### config.mk
export PLATFORM = sky130hd
export DESIGN_NAME = serial_twos_comp_word
export DESIGN_NICKNAME = d
export VERILOG_FILES = /design/src/rtl/serial_tc_pkg.sv /design/src/rtl/serial_word_counter.sv /design/src/rtl/serial_twos_comp_word.sv
export SDC_FILE = /design/constraint.sdc
export NUM_CORES = 1
export LEC_CHECK = 0
export ABC_AREA = 1
export CAP_MARGIN = 20
export CORE_AREA = 2 2 39 41
export DETAILED_ROUTE_END_ITERATION = 12
export DIE_AREA = 0 0 41 43
export PLACE_DENSITY_LB_ADDON = 0.1
export SETUP_SLACK_MARGIN = 0.5
export SYNTH_ARGS = -nofsm -noshare
export SYNTH_HDL_FRONTEND = slang
export SYNTH_SLANG_ARGS = --single-unit
### constraint.sdc
create_clock -name clk -period 1.6 [get_ports clk]
set_input_delay 0.4 -clock clk [delete_from_list [all_inputs] [get_ports clk]]
set_output_delay 0.4 -clock clk [all_outputs]
set_load 0.005 [all_outputs]
### src/rtl/serial_tc_pkg.sv
// -----------------------------------------------------------------------------
// serial_tc_pkg
// Shared types and helpers for the bit-serial two's-complement word unit.
//   state_e   : FSM state encoding (IDLE, COPY, INVERT, PASS), 2 bits
//   cnt_width : width of the beat counter for a given word length
// -----------------------------------------------------------------------------
package serial_tc_pkg;

   typedef enum logic [1:0] {
      ST_IDLE   = 2'd0,
      ST_COPY   = 2'd1,
      ST_INVERT = 2'd2,
      ST_PASS   = 2'd3
   } state_e;

   // Counter must hold beat indices 0..width-1.
   function automatic int cnt_width(input int width);
      return (width > 1) ? $clog2(width) : 1;
   endfunction

endpackage

### src/rtl/serial_word_counter.sv
// -----------------------------------------------------------------------------
// serial_word_counter
// Beat counter for one serial word of WIDTH bits.
//   clk, rstn : clock, asynchronous active-low reset
//   clr       : a start-of-frame beat was accepted this cycle
//   inc       : a non-sof beat of the current word was accepted this cycle
//   last      : the beat being accepted now (if it is a non-sof beat) is the
//               MSB, i.e. beat index WIDTH-1
// cnt_q holds the index of the next expected beat. The sof beat is index 0
// itself, so a clear leaves the register at 1; finishing a word returns it
// to 0.
// -----------------------------------------------------------------------------
module serial_word_counter
   import serial_tc_pkg::*;
#(
   parameter int WIDTH = 8
) (
   input  logic clk,
   input  logic rstn,
   input  logic clr,
   input  logic inc,
   output logic last
);

   localparam int CNT_W = cnt_width(WIDTH);

   logic [CNT_W-1:0] cnt_q, cnt_d;

   assign last = (cnt_q == CNT_W'(WIDTH - 1));

   always_comb begin
      // NOTE: default first so every path assigns cnt_d and no latch is inferred.
      cnt_d = cnt_q;
      if (clr) begin
         cnt_d = CNT_W'(1);
      end else if (inc) begin
         cnt_d = last ? '0 : cnt_q + CNT_W'(1);
      end
   end

   // NOTE: non-blocking assignments for flops so all registers update together.
   always_ff @(posedge clk or negedge rstn) begin
      if (!rstn) cnt_q <= '0;
      else       cnt_q <= cnt_d;
   end

endmodule

### src/rtl/serial_twos_comp_word.sv
// -----------------------------------------------------------------------------
// serial_twos_comp_word
// Bit-serial two's-complement unit for framed, LSB-first words of WIDTH bits.
// Each word is negated (neg=1) or passed (neg=0); the mode is taken on the
// start-of-frame beat. All outputs are registered, one cycle of latency.
//   clk, rstn  : clock, asynchronous active-low reset
//   in_valid   : input beat valid (low = stall, state holds)
//   in_sof     : input beat is the LSB of a new word (aborts any word in flight)
//   in_bit     : serial input data
//   neg        : 1 = negate, 0 = pass (sampled on valid sof beat)
//   out_valid  : output beat valid
//   out_sof    : first output bit of a word
//   out_eof    : last output bit (MSB) of a word
//   out_bit    : serial result
//   ovf        : with out_eof, negated word was the most-negative value
// Build option: define SERIAL_TC_OVF_EN to build overflow detection; without
// it ovf is tied to 0.
// Negation method: copy bits up to and including the first 1, invert the rest.
// -----------------------------------------------------------------------------
module serial_twos_comp_word
   import serial_tc_pkg::*;
#(
   parameter int WIDTH = 8
) (
   input  logic clk,
   input  logic rstn,
   input  logic in_valid,
   input  logic in_sof,
   input  logic in_bit,
   input  logic neg,
   output logic out_valid,
   output logic out_sof,
   output logic out_eof,
   output logic out_bit,
   output logic ovf
);

   state_e state_q, state_d;

   logic sof_beat;    // valid beat starting a new word
   logic word_beat;   // valid non-sof beat belonging to a word in flight
   logic cnt_last;
   logic eof_beat;

   logic out_valid_d, out_sof_d, out_eof_d, out_bit_d;

   assign sof_beat  = in_valid & in_sof;
   assign word_beat = in_valid & ~in_sof & (state_q != ST_IDLE);
   assign eof_beat  = word_beat & cnt_last;

   serial_word_counter #(
      .WIDTH (WIDTH)
   ) u_counter (
      .clk  (clk),
      .rstn (rstn),
      .clr  (sof_beat),
      .inc  (word_beat),
      .last (cnt_last)
   );

   // State register
   always_ff @(posedge clk or negedge rstn) begin
      if (!rstn) state_q <= ST_IDLE;
      else       state_q <= state_d;
   end

   // Next-state logic
   always_comb begin
      state_d = state_q;
      if (sof_beat) begin
         if (neg) state_d = in_bit ? ST_INVERT : ST_COPY;
         else     state_d = ST_PASS;
      end else if (word_beat) begin
         if (cnt_last)                        state_d = ST_IDLE;
         else if (state_q == ST_COPY && in_bit) state_d = ST_INVERT;
      end
   end

   // Output logic (registered below). Non-sof beats in IDLE are dropped.
   always_comb begin
      out_valid_d = sof_beat | word_beat;
      out_sof_d   = sof_beat;
      out_eof_d   = eof_beat;
      out_bit_d   = 1'b0;
      if (sof_beat)       out_bit_d = in_bit;
      else if (word_beat) out_bit_d = (state_q == ST_INVERT) ? ~in_bit : in_bit;
   end

   always_ff @(posedge clk or negedge rstn) begin
      if (!rstn) begin
         out_valid <= 1'b0;
         out_sof   <= 1'b0;
         out_eof   <= 1'b0;
         out_bit   <= 1'b0;
      end else begin
         out_valid <= out_valid_d;
         out_sof   <= out_sof_d;
         out_eof   <= out_eof_d;
         out_bit   <= out_bit_d;
      end
   end

`ifdef SERIAL_TC_OVF_EN
   // Still in COPY at the MSB with a 1 means the input was 100..0, whose
   // negation is not representable.
   logic ovf_d, ovf_q;

   assign ovf_d = eof_beat & (state_q == ST_COPY) & in_bit;

   always_ff @(posedge clk or negedge rstn) begin
      if (!rstn) ovf_q <= 1'b0;
      else       ovf_q <= ovf_d;
   end

   assign ovf = ovf_q;
`else
   assign ovf = 1'b0;
`endif

endmodule
==> flow_summary_export.csv, run 1 <==
group,metric,value,unit
status,status,"completed",
finish,syn_to_final_growth,32.9,%
hold_path,hold_class,"in -> async",
sta,clock.fmax,0.842,GHz
critical_path,path_cells,"ha_2 > ha_4 > inv_2 > nand2_2 > inv_2 > nand2_2 > nand2_2 > nand2_1 > nand2_1",
pwr,power,753,uW
finish,nNetsFinal,77,
cts,hold_buffers,0,
sta,finalClockSkew,0.00169,ns
sta,min_period,1.19,ns
yosys,yosys_warnings,0,
yosys,synth_cell_types,14,
critical_path,cp-end-kind,"flop",
drt,drtIter0Drc,10,
sta,rsz0062_at_grt,"yes",
cts,cts_root_buffer,"clkbuf_4",
placement,hpwl,627,um
finish,fin_util,0.435,
finish,final_cell_mix,"15 x nand2_1, 9 x dfrtp_1, 6 x nand3_1",
critical_path,path_delay_family,"flip-flops",
drt,viasPerCell,4.29,
floorplanning,row_count,14,
finish,n_antenna_cell,0,
global_route,grt_pass1_wl,1500,um
sta,post-route-period-util,0.742,
drt,wire_per_inst,9.94,um
global_route,grt_use_total,0.133,
global_route,grt_start_max_net_pins,10,
floorplanning,ioPinCount,11,
critical_path,cp_max_fo,2,
finish,fill_cells,139,
cts,clockBufferDepth,2,
drt,routed_wirelength,835,um
yosys,synth_area_per_cell,8.24,sq um
pwr,p_per_area,1250,nW/um^2
sta,hold_slack,0.437,ns
floorplanning,fp.dieW,41,um
yosys,syn-num-nets,63,
critical_path,arrival,1.39,ns
critical_path,slowest_stage,"dfrtp_1",
floorplanning,initial_core_util,0.327,
cts,cts_made_buffers,3,
sta,slew_viol_final,0,
yosys,ys_seq_elements,9,
cts,htree_num_levels,1,
floorplanning,dieArea,1760,sq um
yosys,syn_area,453,sq um
finish,final_common_cell,"nand2_1",
cts,cts_tree,"done",
global_route,grt_antenna_before_repair,0,
critical_path,path_class,"reg -> reg",
drt,drtAntennaViolNets,0,
critical_path,worst-path-buf-inv,2,
floorplanning,die_h,43,um
sta,finalSetupViolations,0,
yosys,ys_seq_area_frac,0.497,
flow_run,drv_cap,0,
cts,cts.sinks,9,
placement,io_buffer_count,9,
critical_path,crit_top_cell,"nand2_2",
sta,final_hold_viol_count,0,
cts,path_clk_slew,0.06,ns
cts,clk_latency,0.26,ns
floorplanning,core,1380,sq um
placement,place_congestion,0.721,
finish,final_area,602,sq um
drt,drc_errors,0,
pwr,irDropWorstVdd,576,uV
pwr,p_leak,0.000333,uW
critical_path,max_stage_delay,0.39,ns
global_route,first_global_vias,359,
drt,drt_first_pass_iters,2,
placement,dpl_cell_area,578,sq um
critical_path,critPathRequiredTime,1.80,ns
drt,num_vias,360,
finish,drive_gt1_frac,0.338,
critical_path,crit_path_start_kind,"flop",
yosys,synthCells,55,
global_route,overflow,0,
sta,tns,0,ns
[per-layer routing]
metal	GRT usage	vias up	wire, um
li1	-	191	-
met1	0.169	157	398
met2	0.166	10	355
met3	0.0942	2	65
met4	0.0600	0	16
met5	0	-	0
[layout make-up]
cell class / instances / area (sq um) / share of cell area
multi-input cells: 37 / 223 / 0.370
well taps: 16 / 20.0 / 0.0333
flip-flops and latches: 9 / 225 / 0.374
repair buffers: 10 / 77.6 / 0.129
inverters: 8 / 30.0 / 0.0499
clock buffers: 4 / 26.3 / 0.0437
[synthesized netlist by cell type]
| cell | n | share of area |
|---|---|---|
| nand3_1 | 7 | 0.077 |
| buf_4 | 1 | 0.017 |
| inv_1 | 5 | 0.041 |
| dfrtp_1 | 9 | 0.50 |
| conb_1 | 1 | 0.0083 |
| ha_1 | 2 | 0.055 |
| inv_2 | 3 | 0.025 |
| nand2_4 | 1 | 0.025 |
| nand2_2 | 5 | 0.069 |
| o21ai_1 | 1 | 0.011 |
| o21ai_0 | 1 | 0.011 |
| nand2_1 | 16 | 0.13 |
| nor2_2 | 1 | 0.014 |
| nor2_1 | 2 | 0.017 |
[worst register-to-register path, stage by stage, from the launching register on]
cell	delay, ns
dfrtp_1	0.39
ha_2	0.20
ha_4	0.16
inv_2	0.06
nand2_2	0.06
inv_2	0.05
nand2_2	0.05
nand2_2	0.06
nand2_1	0.05
nand2_1	0.05
[sequential cells by signal (all words and copies together) (netlist names)]
signal and flops:
u_counter.cnt_q 3, out_sof 1, out_eof 1, out_bit 1, state_q 2, out_valid 1
[report_power, final]
group | internal [uW] | switching, uW | total [uW]
clock | 96.0 | 77.4 | 173
combinational | 111 | 136 | 247
sequential | 289 | 43.9 | 333
total | 496 | 257 | 753
[final timing paths]
check,startpoint,slack [ns],end,cells past startpoint
hold reg to reg,state_q[1],0.50,state_q[1],2
hold / removal,rstn,0.44,out_bit,1
setup / recovery,u_counter.cnt_q[1],0.41,state_q[0],9
min in group clk,in_bit,0.49,state_q[0],4
setup reg to reg,u_counter.cnt_q[1],0.41,state_q[0],9
max in group asynchronous,rstn,0.88,out_valid,1
[stage by stage]
| step | setup slack (ns) | std cells |
|---|---|---|
| finish | 0.413 | 84 |
| global route | 0.321 | 84 |
| CTS | 0.395 | 84 |
| detailed placement | 0.0527 | 79 |
| global placement | 0.0620 | 79 |
| floorplan | 0.481 | 55 |
[cells by family (layout without fill, tap and decap cells)]
group,after synthesis,after routing,synth area share
buf+inv,9,22,0.0829
fa+ha+maj,2,2,0.0552
other cells,1,1,0.00828
flops,9,9,0.497
compound gates,2,2,0.0221
simple gates,32,32,0.334
[timing repair]
action	CTS	global route
resized for setup	20	1
pin swaps	3	1
setup endpoints to repair	10	7
buffers inserted	1	0
No activity file was read; power rests on OpenSTA's default activity.
==> run 2, diff against run 1 <==
==> constraint.sdc (replaced) <==
create_clock -name clk -period 1.2 [get_ports clk]
set_input_delay 0.3 -clock clk [delete_from_list [all_inputs] [get_ports clk]]
set_output_delay 0.3 -clock clk [all_outputs]
set_load 0.005 [all_outputs]
==> run 2 against run 1 <==
The run now ends with negative setup slack left. Via count is 9.4% higher. Global-route usage is 1.3 points higher. First-iteration DRC count is 70% lower. Utilization is 5.4 points higher. Largest power group unchanged.
==> flow_summary_export.csv, run 2 (synthesis results as in run 1) <==
group,metric,value,unit
status,status,"finished with violations",
status,violations,"negative setup slack",
critical_path,cp-end-kind,"flop",
critical_path,path_delay_family,"flip-flops",
critical_path,crit_top_cell,"buf_6",
drt,routed_wirelength,985,um
drt,drt_first_pass_iters,2,
sta,tns,-0.00274,ns
cts,cts_tree,"done",
floorplanning,initial_core_util,0.327,
sta,clock.fmax,0.831,GHz
sta,slew_viol_final,0,
placement,place_congestion,0.685,
cts,htree_num_levels,1,
finish,syn_to_final_growth,49.4,%
sta,min_period,1.20,ns
sta,rsz0062_at_grt,"yes",
critical_path,startpoint,"u_counter.cnt_q[1]",
global_route,grt_use_total,0.146,
finish,nNetsFinal,86,
pwr,p_leak,0.000367,uW
cts,hold_buffers,0,
floorplanning,fp.dieW,41,um
critical_path,cp.depth,7,
floorplanning,die_h,43,um
finish,top_regs,"u_counter.cnt_q x3, state_q x2",
finish,final_common_cell,"nand2_1",
critical_path,arrival,1.36,ns
drt,drtAntennaViolNets,0,
finish,finalNonFillerCells,93,
cts,cts.sinks,9,
sta,post-route-period-util,1.00,
placement,pre_cts_ws,-0.252,ns
finish,drive_gt1_frac,0.468,
finish,largest_reg_flops,3,
global_route,first_global_vias,380,
drt,viasPerCell,4.24,
placement,io_buffer_count,9,
floorplanning,dieArea,1760,sq um
critical_path,critPathRequiredTime,1.36,ns
critical_path,cp_max_fo,2,
finish,n_antenna_cell,0,
finish,top_register,"u_counter.cnt_q",
floorplanning,core,1380,sq um
placement,hpwl,704,um
finish,final_cell_mix,"14 x nand2_1, 9 x dfrtp_1, 8 x buf_4",
drt,num_vias,394,
critical_path,r2r_end,"out_eof",
global_route,grt_start_max_net_pins,10,
pwr,power.internal,720,uW
sta,finalSetupViolations,1,
cts,cts_root_buffer,"clkbuf_4",
critical_path,crit_path_start_kind,"flop",
critical_path,slowest_stage,"dfrtp_1",
sta,setup_ws,-0.00274,ns
cts,clockBufferDepth,2,
critical_path,r2r_start,"u_counter.cnt_q[1]",
critical_path,critPathCapture,"out_eof",
global_route,grt_pass1_wl,1580,um
floorplanning,row_count,14,
pwr,irDropWorstVdd,778,uV
drt,wl_met1,428,um
critical_path,path_cells,"ha_2 > ha_4 > inv_4 > buf_4 > buf_6 > buf_6 > nor2_2",
sta,final_hold_viol_count,0,
pwr,switching_power,382,uW
placement,dp_cells,84,
placement,dpl_cell_area,616,sq um
global_route,overflow,0,
drt,dr_wl_met3,36,um
pwr,p_per_area,1630,nW/um^2
drt,routed-wl-met2,500,um
critical_path,r2r_slack,-0.003,ns
drt,drtIter0Drc,3,
finish,final_area,677,sq um
drt,wire_per_inst,10.6,um
critical_path,reg2regPathDepth,7,
pwr,p_sw_frac,0.347,
critical_path,path_class,"reg -> reg",
cts,clk_latency,0.26,ns
pwr,seq_power_share,0.408,
hold_path,hold_class,"in -> async",
drt,top_layer,"met4",
flow_run,drv_cap,0,
drt,drc_errors,0,
cts,path_clk_slew,0.06,ns
global_route,grt_antenna_before_repair,0,
pwr,pwr-share-comb,0.373,
cts,cts_made_buffers,3,
pwr,clkPwrFrac,0.219,
critical_path,max_stage_delay,0.39,ns
sta,finalClockSkew,0.00236,ns
critical_path,worst-path-buf-inv,4,
floorplanning,ioPinCount,11,
[run 2: layout make-up]
class                   count  area (sq um)
multi-input cells          37           223
inverters                   8          35.0
fillers                   139           707
repair buffers             19           148
well taps                  16          20.0
clock buffers               4          26.3
flip-flops and latches      9           225
[run 2: what timing repair did]
action | 4_1_cts | 5_1_grt
gates resized for setup | 21 | 8
pin swaps | 5 | 3
setup endpoints to repair | 13 | 13
buffers inserted | 2 | 3
[run 2: stage by stage]
stage               power (uW)   util  hold slack, ns
floorplan                  674      -         0.00441
global placement           796  0.445           0.487
detailed placement         806  0.445           0.491
CTS                       1060  0.464           0.315
global route              1190  0.489           0.336
finish                    1100  0.489           0.321
[run 2: worst min-delay path by stage]
stage / to / slack (ns) / cells after the start
6_report: state_q[1] / 0.32 / 2
3_3_place_gp: state_q[1] / 0.49 / 2
2_1_floorplan: out_bit / 0.004 / 0
4_1_cts: u_counter.cnt_q[0] / 0.31 / 2
3_5_place_dp: state_q[1] / 0.49 / 2
5_1_grt: u_counter.cnt_q[0] / 0.34 / 2
[run 2: per-layer routing]
layer,track usage,vias up
met5,0,-
li1,-,211
met3,0.0314,2
met4,0.160,0
met2,0.197,6
met1,0.169,175
[run 2: power groups by stage]
| stage | logic, uW | clock network [uW] | registers (uW) |
|---|---|---|---|
| after detailed placement | 356 | 0 | 451 |
| after global placement | 347 | 0 | 449 |
| after floorplan | 234 | 0 | 440 |
| final | 411 | 242 | 449 |
| after CTS | 358 | 257 | 449 |
| after global routing | 461 | 270 | 456 |
==> variant 1: new RTL, settings of run 2 <==
`WIDTH` is set to 8 in 2 places; all go to 10.
--- a/src/rtl/serial_word_counter.sv
+++ b/src/rtl/serial_word_counter.sv
@@ -14,5 +14,5 @@
    import serial_tc_pkg::*;
 #(
-   parameter int WIDTH = 8
+   parameter int WIDTH = 10
 ) (
    input  logic clk,
--- a/src/rtl/serial_twos_comp_word.sv
+++ b/src/rtl/serial_twos_comp_word.sv
@@ -21,5 +21,5 @@
    import serial_tc_pkg::*;
 #(
-   parameter int WIDTH = 8
+   parameter int WIDTH = 10
 ) (
    input  logic clk,
Formal check against the unedited RTL: not equivalent (a bounded check fails within 10 cycles, from zero or initial values and one cycle with rstn low).
==> variant 1 against run 2 <==
Sequential share of layout area is 1.3 points lower; routed wire length rose by 3.1%; die area unchanged; utilization increased by 7.7 points; count of clock-buffer cells in the layout down 1; worst setup slack better by 0.10 ns; power down 4.1%; synthesized area grew 18%; final area is 16% higher; sequential cell count grew 1; critical path depth unchanged; largest cell class is now multi-input gates.
==> variant 1: results <==
clock_network:
  cts_setup_buffers: 3
  cts.repair.resized: 33
finish:
  top_regs: "u_counter.cnt_q: 4 flops, state_q: 2 flops"
  multiInputGateArea_um2: 274.0
  multi_input_area_share_pct: 34.98
  seq_share_pct: 31.95
  nFillCells: 121
  multi_input_comb_cells: 41
  bufAreaShareNonClock_pct: 20.77
  drive_gt1_share_pct: 42.05
  buffers: 21
  final-clk-cell-share_pct: 2.875
  nNetsFinal: 98
  seq_cells: 10
  n_all_inverters: 13
synthesis:
  synth_cell_types: 22
  yosysSeqAreaShare_pct: 46.73
  synth.top_cells.by_count: "15 x nand2_1, 10 x dfrtp_1, 9 x inv_1"
  synth_compound_area_share_pct: 5.841
  synth_area_leaders: "dfrtp_1 47%, nand2_1 11%, inv_1 6.3%"
  syn_nets: 73
global_route:
  use_met1_pct: 20.39
  grt_pass1_vias: 429
  met2_usage_pct: 20.00
  grt_usage_pct: 14.56
  grt_max_degree: 11
worst_setup_path:
  crit_fanout: 5
  reg2reg_slack_ns: 0.10
  critPathArrivalTime_ns: 1.24
placement:
  placed_area_um2: 695.7
  gp_congestion: 0.8277
  place_ws_ns: -0.2535
  dp_cells: 96
  dp.final_hpwl_um: 737.2
drt:
  wirelength_um: 1016
  avgRoutedWirePerCell_um: 9.769
  viasPerCell: 4.394
run_status:
  outcome: "complete, no violations"
timing:
  fin_skew_ns: 0.005210
## variant 1: report_power, final
group	leakage [nW]	internal [mW]	switching, mW	total [mW]
combinational	0.292	0.206	0.184	0.390
clock	0.0138	0.115	0.106	0.222
sequential	0.127	0.397	0.0492	0.446
total	0.432	0.718	0.339	1.06
## variant 1: layer usage
layer	share of wire (%)	vias up
met2	45	8
met4	1.2	0
met3	4.0	2
met5	0	-
met1	49	206
li1	-	241
## variant 1: worst min path at each step
stage	end	from	slack, ns
after global placement	u_counter.cnt_q[3]$_DFFE_PN0P_	u_counter.cnt_q[3]$_DFFE_PN0P_	0.53
after global routing	out_bit$_DFF_PN0_	rstn	0.36
after detailed placement	u_counter.cnt_q[3]$_DFFE_PN0P_	u_counter.cnt_q[3]$_DFFE_PN0P_	0.54
final	out_eof$_DFF_PN0_	rstn	0.32
after CTS	out_eof$_DFF_PN0_	rstn	0.32
after floorplan	out_bit$_DFF_PN0_	rstn	0.004
==> variant 2: new RTL, settings of run 2 <==
Made on the original files. The output `out_valid` loses its register stage (`out_valid` becomes a continuous assignment).
--- a/src/rtl/serial_twos_comp_word.sv
+++ b/src/rtl/serial_twos_comp_word.sv
@@ -89,10 +89,8 @@
    always_ff @(posedge clk or negedge rstn) begin
       if (!rstn) begin
-         out_valid <= 1'b0;
          out_sof   <= 1'b0;
          out_eof   <= 1'b0;
          out_bit   <= 1'b0;
       end else begin
-         out_valid <= out_valid_d;
          out_sof   <= out_sof_d;
          out_eof   <= out_eof_d;
@@ -100,4 +98,6 @@
       end
    end
+
+   assign out_valid = out_valid_d;
 
 `ifdef SERIAL_TC_OVF_EN
Check against the original RTL: not equivalent (a bounded check fails within 4 cycles, from zero or initial values and one cycle with rstn low).
==> variant 2 against run 2 <==
The flow finishes with violations (negative hold slack, negative setup slack); first-iteration DRC count is 33% lower; routed wire length fell by 5.7%; worst setup slack worse by 0.074 ns; non-clock buffer count up 6; final area increased by 8.9%; synthesized area fell by 5.5%; power increased by 5.7%; sequential cell count decreased by 1; critical path type is now flop to output port; critical endpoint is now out_valid.
==> variant 2: results <==
timing:
  finalSetupViolCount: 1
  finalHoldViolCount: 8
  fin_skew_ns: 0.001481
  hold_ws_ns: -0.05415
  fin_ws_ns: -0.07628
synthesis:
  synthAdderAreaFrac_pct: 5.848
  syn_nets: 62
  async_flop_share_pct: 100.0
  synth_area_leaders: "dfrtp_1 47%, nand2_1 14%, nand3_1 8.2%"
  synth_compound_area_share_pct: 2.339
  synth_cell_types: 14
  synth_warnings: 0
  netlist_instances: 54
  yosys.area_share.xor_xnor_pct: 0
  synth.top_cells.by_count: "16 x nand2_1, 8 x dfrtp_1, 7 x nand3_1"
  yosysSeqAreaShare_pct: 46.78
drt:
  viasPerCell: 4.216
  drt_iter0_markers: 2
  wirelength_um: 929
  drt_first_pass_iters: 2
global_route:
  antenna_found_initial: 0
  grt_usage_pct: 15.04
  grt_pass1_vias: 432
  grt_max_degree: 9
  grt_pass1_wl_um: 1731
placement:
  gp_congestion: 0.7337
  dp.final_hpwl_um: 691.6
  dp_cells: 87
run_status:
  outcome: "complete, but fails checks"
  failed_checks: "negative hold slack, negative setup slack"
finish:
  nNetsFinal: 91
  nFillCells: 140
  top_regs: "u_counter.cnt_q: 3 flops, state_q: 2 flops"
  drive_gt1_share_pct: 60.49
  insertedDiodeCount: 0
  largest_reg_flops: 3
  final_cell_count_no_fill: 97
clock_network:
  cts_buffers: 3
  cts_buffer_depth: 2
  insertion_delay_ns: 0.25
  htree_levels: 1
power_and_ir_drop:
  leakage_nw: 0.3976
  peakVddDrop_mv: 0.8863
worst_setup_path:
  r2r_end: "state_q[1]$_DFFE_PN0P_"
  cp-startpoint: "state_q[0]$_DFFE_PN0P_"
  critPathCapture: "out_valid"
  crit_fanout: 2
  worstRegToRegCells: 9
  critPathArrivalTime_ns: 0.98
hold_path:
  hp-class: "primary input to async pin"
==> variant 2: changes by cell type in the layout (fill, tap and decap cells not counted), moves of 2 or more <==
cell / run 2 / this run
nand3_1: 6 / 4
buf_4: 8 / 12
nand2_1: 14 / 11
nand2_2: 6 / 8
nand3_2: 1 / 3
==> variant 2: worst min-delay path by stage <==
stage / endpoint / startpoint / depth (start not counted)
6_report: u_counter.cnt_q[1]$_DFFE_PN0P_ / rstn / 1
5_1_grt: state_q[1]$_DFFE_PN0P_ / rstn / 1
4_1_cts: state_q[1]$_DFFE_PN0P_ / rstn / 1
3_5_place_dp: u_counter.cnt_q[1]$_DFFE_PN0P_ / u_counter.cnt_q[1]$_DFFE_PN0P_ / 2
3_3_place_gp: u_counter.cnt_q[1]$_DFFE_PN0P_ / u_counter.cnt_q[1]$_DFFE_PN0P_ / 2
2_1_floorplan: out_bit$_DFF_PN0_ / rstn / 0
==> variant 2: layout make-up <==
| type | count | area (µm²) | area share [%] |
|---|---|---|---|
| clock buffers | 3 | 22.52 | 3.056 |
| inverters | 8 | 42.54 | 5.772 |
| multi-input cells | 37 | 250.2 | 33.96 |
| flip-flops and latches | 8 | 200.2 | 27.16 |
| well taps | 16 | 20.02 | 2.716 |
| repair buffers | 25 | 201.4 | 27.33 |
==> variant 2: report_power, final <==
group	switching (mW)	internal [mW]
clock network	0.0836	0.114
logic	0.256	0.309
registers	0.0558	0.347
==> variant 2: kinds of logic (layout without fill, tap and decap cells) <==
group | Yosys count | count (layout)
buffers and inverters | 9 | 36
adder cells (fa/ha/maj) | 2 | 2
other | 1 | 1
flip-flops | 8 | 8
AO/OA/AOI/OAI | 2 | 2
AND/OR/NAND/NOR | 32 | 32
==> variant 2: layer usage <==
| layer | track usage, % | share of wire [%] |
|---|---|---|
| met1 | 17.32 | 40 |
| met2 | 22.50 | 52 |
| met3 | 7.853 | 6.9 |
| met4 | 6.000 | 1.1 |
| met5 | 0 | 0 |
==> variant 2: stage by stage <==
step / TNS, ns / area (µm²) / setup WS [ns] / utilization, %
after floorplan: 0 / 450.4 / 0.07426 / -
after global placement: -2.406 / 620.6 / -0.6455 / 44.85
after detailed placement: -2.494 / 620.6 / -0.6509 / 44.85
after CTS: -0.09360 / 708.2 / -0.09360 / 51.18
after global routing: -0.2331 / 737.0 / -0.1419 / 53.25
final: -0.07628 / 737.0 / -0.07628 / 53.25
==> variant 2: critical path, stage by stage, from the launching register on <==
cell and delay, ns:
dfrtp_1 0.38, inv_2 0.07, nand2_2 0.06, nand2_4 0.06, nand2_2 0.05, buf_2 0.12
==> variant 2: timing repair <==
item	4_1_cts	5_1_grt
gates resized for setup	35	11
endpoints found under the setup margin	12	19
pin swaps	9	4
hold endpoints to repair	0	8
buffers inserted	5	2
